**src/rtl/tqvp_bus_initiator.sv**
```systemverilog
`default_nettype none
// ============================================================================
// Module   : tqvp_bus_initiator
// Brief    : Single-command master for the TinyQV peripheral bus with timeout.
// Revision : 1.0
// ============================================================================
module tqvp_bus_initiator #(
    parameter int TIMEOUT = 16
) (
    input  logic        clk,
    input  logic        rst_n,
    input  logic        cmd_valid,
    output logic        cmd_ready,
    input  logic        cmd_write,
    input  logic [1:0]  cmd_size,
    input  logic [5:0]  cmd_addr,
    input  logic [31:0] cmd_wdata,
    output logic        rsp_valid,
    input  logic        rsp_ready,
    output logic [31:0] rsp_rdata,
    output logic        rsp_err,
    output logic [5:0]  per_address,
    output logic [31:0] per_wdata,
    output logic [1:0]  per_write_n,
    output logic [1:0]  per_read_n,
    input  logic [31:0] per_rdata,
    input  logic        per_ready,
    output logic        busy
);

    localparam logic [1:0] c_ST_IDLE = 2'd0;
    localparam logic [1:0] c_ST_WR   = 2'd1;
    localparam logic [1:0] c_ST_RD   = 2'd2;
    localparam logic [1:0] c_ST_RSP  = 2'd3;
    localparam logic [1:0] c_IDLE_N  = 2'b11;
    localparam logic [7:0] c_TO_LAST = 8'(TIMEOUT - 1);

    logic [1:0]  r_state;
    logic [1:0]  w_next_state;
    logic [1:0]  r_size;
    logic [5:0]  r_addr;
    logic [31:0] r_wdata;
    logic [7:0]  r_count;
    logic [31:0] r_rdata;
    logic        r_err;
    logic        w_accept;
    logic        w_timeout;
    logic [31:0] w_masked;

    assign w_accept  = cmd_valid && (r_state == c_ST_IDLE);
    assign w_timeout = (r_count == c_TO_LAST);

    always_comb begin
        case (r_size)
            2'b00:   w_masked = {24'd0, per_rdata[7:0]};
            2'b01:   w_masked = {16'd0, per_rdata[15:0]};
            default: w_masked = per_rdata;
        endcase
    end

    always_ff @(posedge clk or negedge rst_n) begin
        if (!rst_n) begin
            r_state <= c_ST_IDLE;
        end else begin
            r_state <= w_next_state;
        end
    end

    always_comb begin
        w_next_state = r_state;
        case (r_state)
            c_ST_IDLE: begin
                if (w_accept) begin
                    if (cmd_size == 2'b11) begin
                        w_next_state = c_ST_RSP;
                    end else if (cmd_write) begin
                        w_next_state = c_ST_WR;
                    end else begin
                        w_next_state = c_ST_RD;
                    end
                end
            end
            c_ST_WR: w_next_state = c_ST_RSP;
            c_ST_RD: begin
                if (per_ready || w_timeout) begin
                    w_next_state = c_ST_RSP;
                end
            end
            c_ST_RSP: begin
                if (rsp_ready) begin
                    w_next_state = c_ST_IDLE;
                end
            end
            default: w_next_state = c_ST_IDLE;
        endcase
    end

    // Response fields are primed at accept so illegal sizes and writes need no later update.
    always_ff @(posedge clk or negedge rst_n) begin
        if (!rst_n) begin
            r_size  <= 2'b00;
            r_addr  <= 6'd0;
            r_wdata <= 32'd0;
            r_count <= 8'd0;
            r_rdata <= 32'd0;
            r_err   <= 1'b0;
        end else if (w_accept) begin
            r_size  <= cmd_size;
            r_addr  <= cmd_addr;
            r_wdata <= cmd_wdata;
            r_count <= 8'd0;
            r_rdata <= 32'd0;
            r_err   <= (cmd_size == 2'b11);
        end else if (r_state == c_ST_RD) begin
            if (per_ready) begin
                r_rdata <= w_masked;
                r_err   <= 1'b0;
            end else if (w_timeout) begin
                r_rdata <= 32'd0;
                r_err   <= 1'b1;
            end else begin
                r_count <= r_count + 8'd1;
            end
        end
    end

    // Strobes decode straight from state so an async reset idles them at once.
    assign per_write_n = (r_state == c_ST_WR) ? r_size : c_IDLE_N;
    assign per_read_n  = (r_state == c_ST_RD) ? r_size : c_IDLE_N;
    assign per_address = r_addr;
    assign per_wdata   = r_wdata;
    assign cmd_ready   = (r_state == c_ST_IDLE);
    assign rsp_valid   = (r_state == c_ST_RSP);
    assign rsp_rdata   = r_rdata;
    assign rsp_err     = r_err;
    assign busy        = (r_state != c_ST_IDLE);

endmodule
`default_nettype wire

```
**config.mk**
```make
export PLATFORM = sky130hd
export DESIGN_NAME = tqvp_bus_initiator
export DESIGN_NICKNAME = d
export VERILOG_FILES = /design/src/rtl/tqvp_bus_initiator.sv
export SDC_FILE = /design/constraint.sdc
export NUM_CORES = 1
export LEC_CHECK = 0
export CORE_MARGIN = 4
export CORE_UTILIZATION = 35
export DETAILED_ROUTE_END_ITERATION = 8
export PLACE_DENSITY_LB_ADDON = 0.15
export SYNTH_ARGS = -nofsm -noshare
export SYNTH_HDL_FRONTEND = slang
export SYNTH_SLANG_ARGS = --single-unit
```
**constraint.sdc**
```tcl
create_clock -name clk -period 2.6 [get_ports clk]
set_input_delay 0.78 -clock clk [delete_from_list [all_inputs] [get_ports clk]]
set_output_delay 0.78 -clock clk [all_outputs]
set_load 0.005 [all_outputs]
```
==> results.json <==
{
  "cts_setup_buffers": 0,
  "seq_area_frac_synth": 0.608,
  "via_per_inst": 4.65,
  "drv_slew": 0,
  "layout_common_cells": "154 x clkdlybuf4s50_1, 134 x nand2_1, 83 x dfrtp_1",
  "max_freq_mhz": 404,
  "clk_pin_slew_worst_paths_ns": 0.09,
  "fin_util": 0.568,
  "antenna_left": 0,
  "cp_slowest_cell": "clkdlybuf4s50_1",
  "drive_above_1_share": 0.0667,
  "place_inst": 608,
  "insertion_delay_ns": 0.34,
  "critPathTopFamily": "buffers and inverters",
  "switching_power_uw": 1720,
  "tightest_slew_ns": 1.07,
  "vdd_drop_max_uv": 511,
  "io-pin-count": 156,
  "setup_ws_ns": 0.122,
  "grt_max_degree": 84,
  "numCtsBuffers": 9,
  "tns_ns": 0,
  "grt_pass1_wl_um": 15100,
  "cts_tree": "built",
  "h-tree-depth": 3,
  "place_congestion": 0.768,
  "cts_hold_buf": 0,
  "seqCellArea_sq_um": 2080,
  "status": "completed",
  "netSwitchingFraction": 0.313,
  "preCtsSetupSlack_ns": -0.0110,
  "min_period_ns": 2.48,
  "core_sq_um": 9370,
  "power_frac_seq": 0.385,
  "grt_use_total": 0.166,
  "grt-ovfl-total": 0,
  "hp-class": "input pin to async pin",
  "cts.path.max_buffers": 2,
  "first_global_vias": 2894,
  "die_w_um": 107,
  "slew_headroom": 0.283,
  "synth.cell_area_sq_um": 3410,
  "ys_types": 36,
  "rows": 35,
  "path_common_cell": "inv_1",
  "crit_type": "flop to output port",
  "routed_wl_um": 9420,
  "crit_fanout": 4,
  "fillers": 861,
  "syn-num-nets": 420,
  "final_common_cell": "clkdlybuf4s50_1",
  "timing.critical_path.to_type": "output port",
  "ys_ff_latch": 83,
  "die_area_sq_um": 11400,
  "multi_input_area_sq_um": 1230,
  "fin_hold_ws_ns": 0.445,
  "netlist_instances": 336,
  "rsz0062_at_grt": "false",
  "clock-root-buffer": "clkbuf_8",
  "setup_viol": 0,
  "syn2layout_area_growth_pct": 55.9,
  "antennaDiodeCount": 0,
  "cap_viol_max_count": 0,
  "syn_avg_cell_area_sq_um": 10.2,
  "slowest_delay_ns": 0.51,
  "hold_viol": 0,
  "skew_ns": 0.0179,
  "drt_iter0_markers": 105,
  "port_buffers": 155,
  "drc": 0,
  "power_density_nw_per_um2": 1030,
  "die_h_um": 107,
  "stdcell_count": 624,
  "yosys_warnings": 0,
  "arrival_ns": 1.70,
  "detailed_place_hpwl_um": 6610,
  "final_nets": 574,
  "worstSetupStartpointType": "flop",
  "antenna_found_initial": 0,
  "combPwrFrac": 0.426,
  "cts_num_sinks": 83,
  "post-route-period-util": 0.953,
  "dr.pass1.iters": 4,
  "p_leak_uw": 0.00246,
  "path_cells": "inv_1 -> ha_1 -> inv_1 -> clkdlybuf4s50_1",
  "cts_resized": 0,
  "cp_data_required_time_ns": 1.82,
  "initial_core_util": 0.364,
  "p_clk_frac": 0.189,
  "wl_per_cell_um": 15.1,
  "vias": 2901,
  "intPower_uw": 3770,
  "path_buf_inv": 3
}
==> layer usage <==
metal	global-route usage	share of wire	up-vias
met2	0.243	0.42	121
met1	0.224	0.45	1342
met3	0.0734	0.12	10
li1	-	-	1428
met4	0.0466	0.0099	0
met5	0	0	-
==> logic make-up (layout without fill, tap and decap cells) <==
group,count (synthesis),in the layout,share of synthesized area
mux,2,2,0.00660
fa+ha+maj,6,6,0.0220
simple gates,167,167,0.207
flops,83,83,0.608
buf+inv,24,183,0.0333
compound gates,51,51,0.115
xor+xnor,3,3,0.00770
==> Yosys cell counts, drive strengths merged <==
master	instances	area share
clkbuf	11	0.012
a22o	24	0.062
nand3	2	0.0029
or3	2	0.0037
a31oi	2	0.0037
dfrtp	83	0.61
xnor2	2	0.0051
o21bai	1	0.0055
nor2	5	0.0062
ha	6	0.022
and2	3	0.0055
o22ai	1	0.0018
xor2	1	0.0026
or4	3	0.0077
mux2	2	0.0066
o211a	1	0.0029
nand2	135	0.15
inv	5	0.0055
nand2b	4	0.0073
nand4	9	0.016
and3b	1	0.0026
o21a	1	0.0044
a21oi	7	0.011
buf	8	0.016
o31ai	2	0.0044
o31a	1	0.0026
and3	2	0.0037
and2b	1	0.0022
o21ai	11	0.017
==> flip-flops by register name (all words and copies together), names as in the netlist <==
register     count
per_address      6
rsp_err          1
r_count          8
rsp_rdata       32
r_size           2
r_state          2
per_wdata       32
==> through the flow <==
| stage | total power, uW | cell area, sq um |
|---|---|---|
| finish | 5490 | 5320 |
| global route | 5880 | 5320 |
| CTS | 5570 | 5320 |
| detailed placement | 4510 | 5100 |
| global placement | 4450 | 5100 |
| floorplan | 3050 | 3410 |
==> power groups by stage <==
stage / registers (uW) / logic (uW) / clock network (uW)
finish: 2110 / 2340 / 1040
global route: 2190 / 2570 / 1120
global placement: 2120 / 2330 / 0
floorplan: 2150 / 908 / 0
detailed placement: 2130 / 2380 / 0
CTS: 2120 / 2380 / 1070
==> worst reg2reg max path, stage by stage, from the launching register on <==
cell and delay, ns:
dfrtp_1 0.42, ha_1 0.24, nand3_1 0.22, o21bai_4 0.11
a21oi_2 0.80, a22o_1 0.27
==> worst paths after layout <==
kind                                            from                    endpoint  slack, ns  depth (start not counted)
min reg2reg                per_wdata[23]$_DFFE_PN0P_   per_wdata[23]$_DFFE_PN0P_       0.48                          2
min in group clk           per_wdata[23]$_DFFE_PN0P_   per_wdata[23]$_DFFE_PN0P_       0.48                          2
min                                            rst_n  per_address[4]$_DFFE_PN0P_       0.45                          2
max in group asynchronous                      rst_n   rsp_rdata[11]$_DFFE_PN0P_       1.78                          2
max                           r_state[0]$_DFFE_PN0P_                        busy       0.12                          4
max reg2reg                   r_count[0]$_DFFE_PN0P_    rsp_rdata[0]$_DFFE_PN0P_       0.48                          5
==> area by class of cell <==
type | count | area share
flip-flops and latches | 83 | 0.390
repair buffers | 162 | 0.303
multi-input cells | 229 | 0.231
well taps | 129 | 0.0303
clock buffers | 11 | 0.0266
clock inverters | 5 | 0.0157
inverters | 5 | 0.00353
No activity file was read; power rests on OpenSTA's default activity.
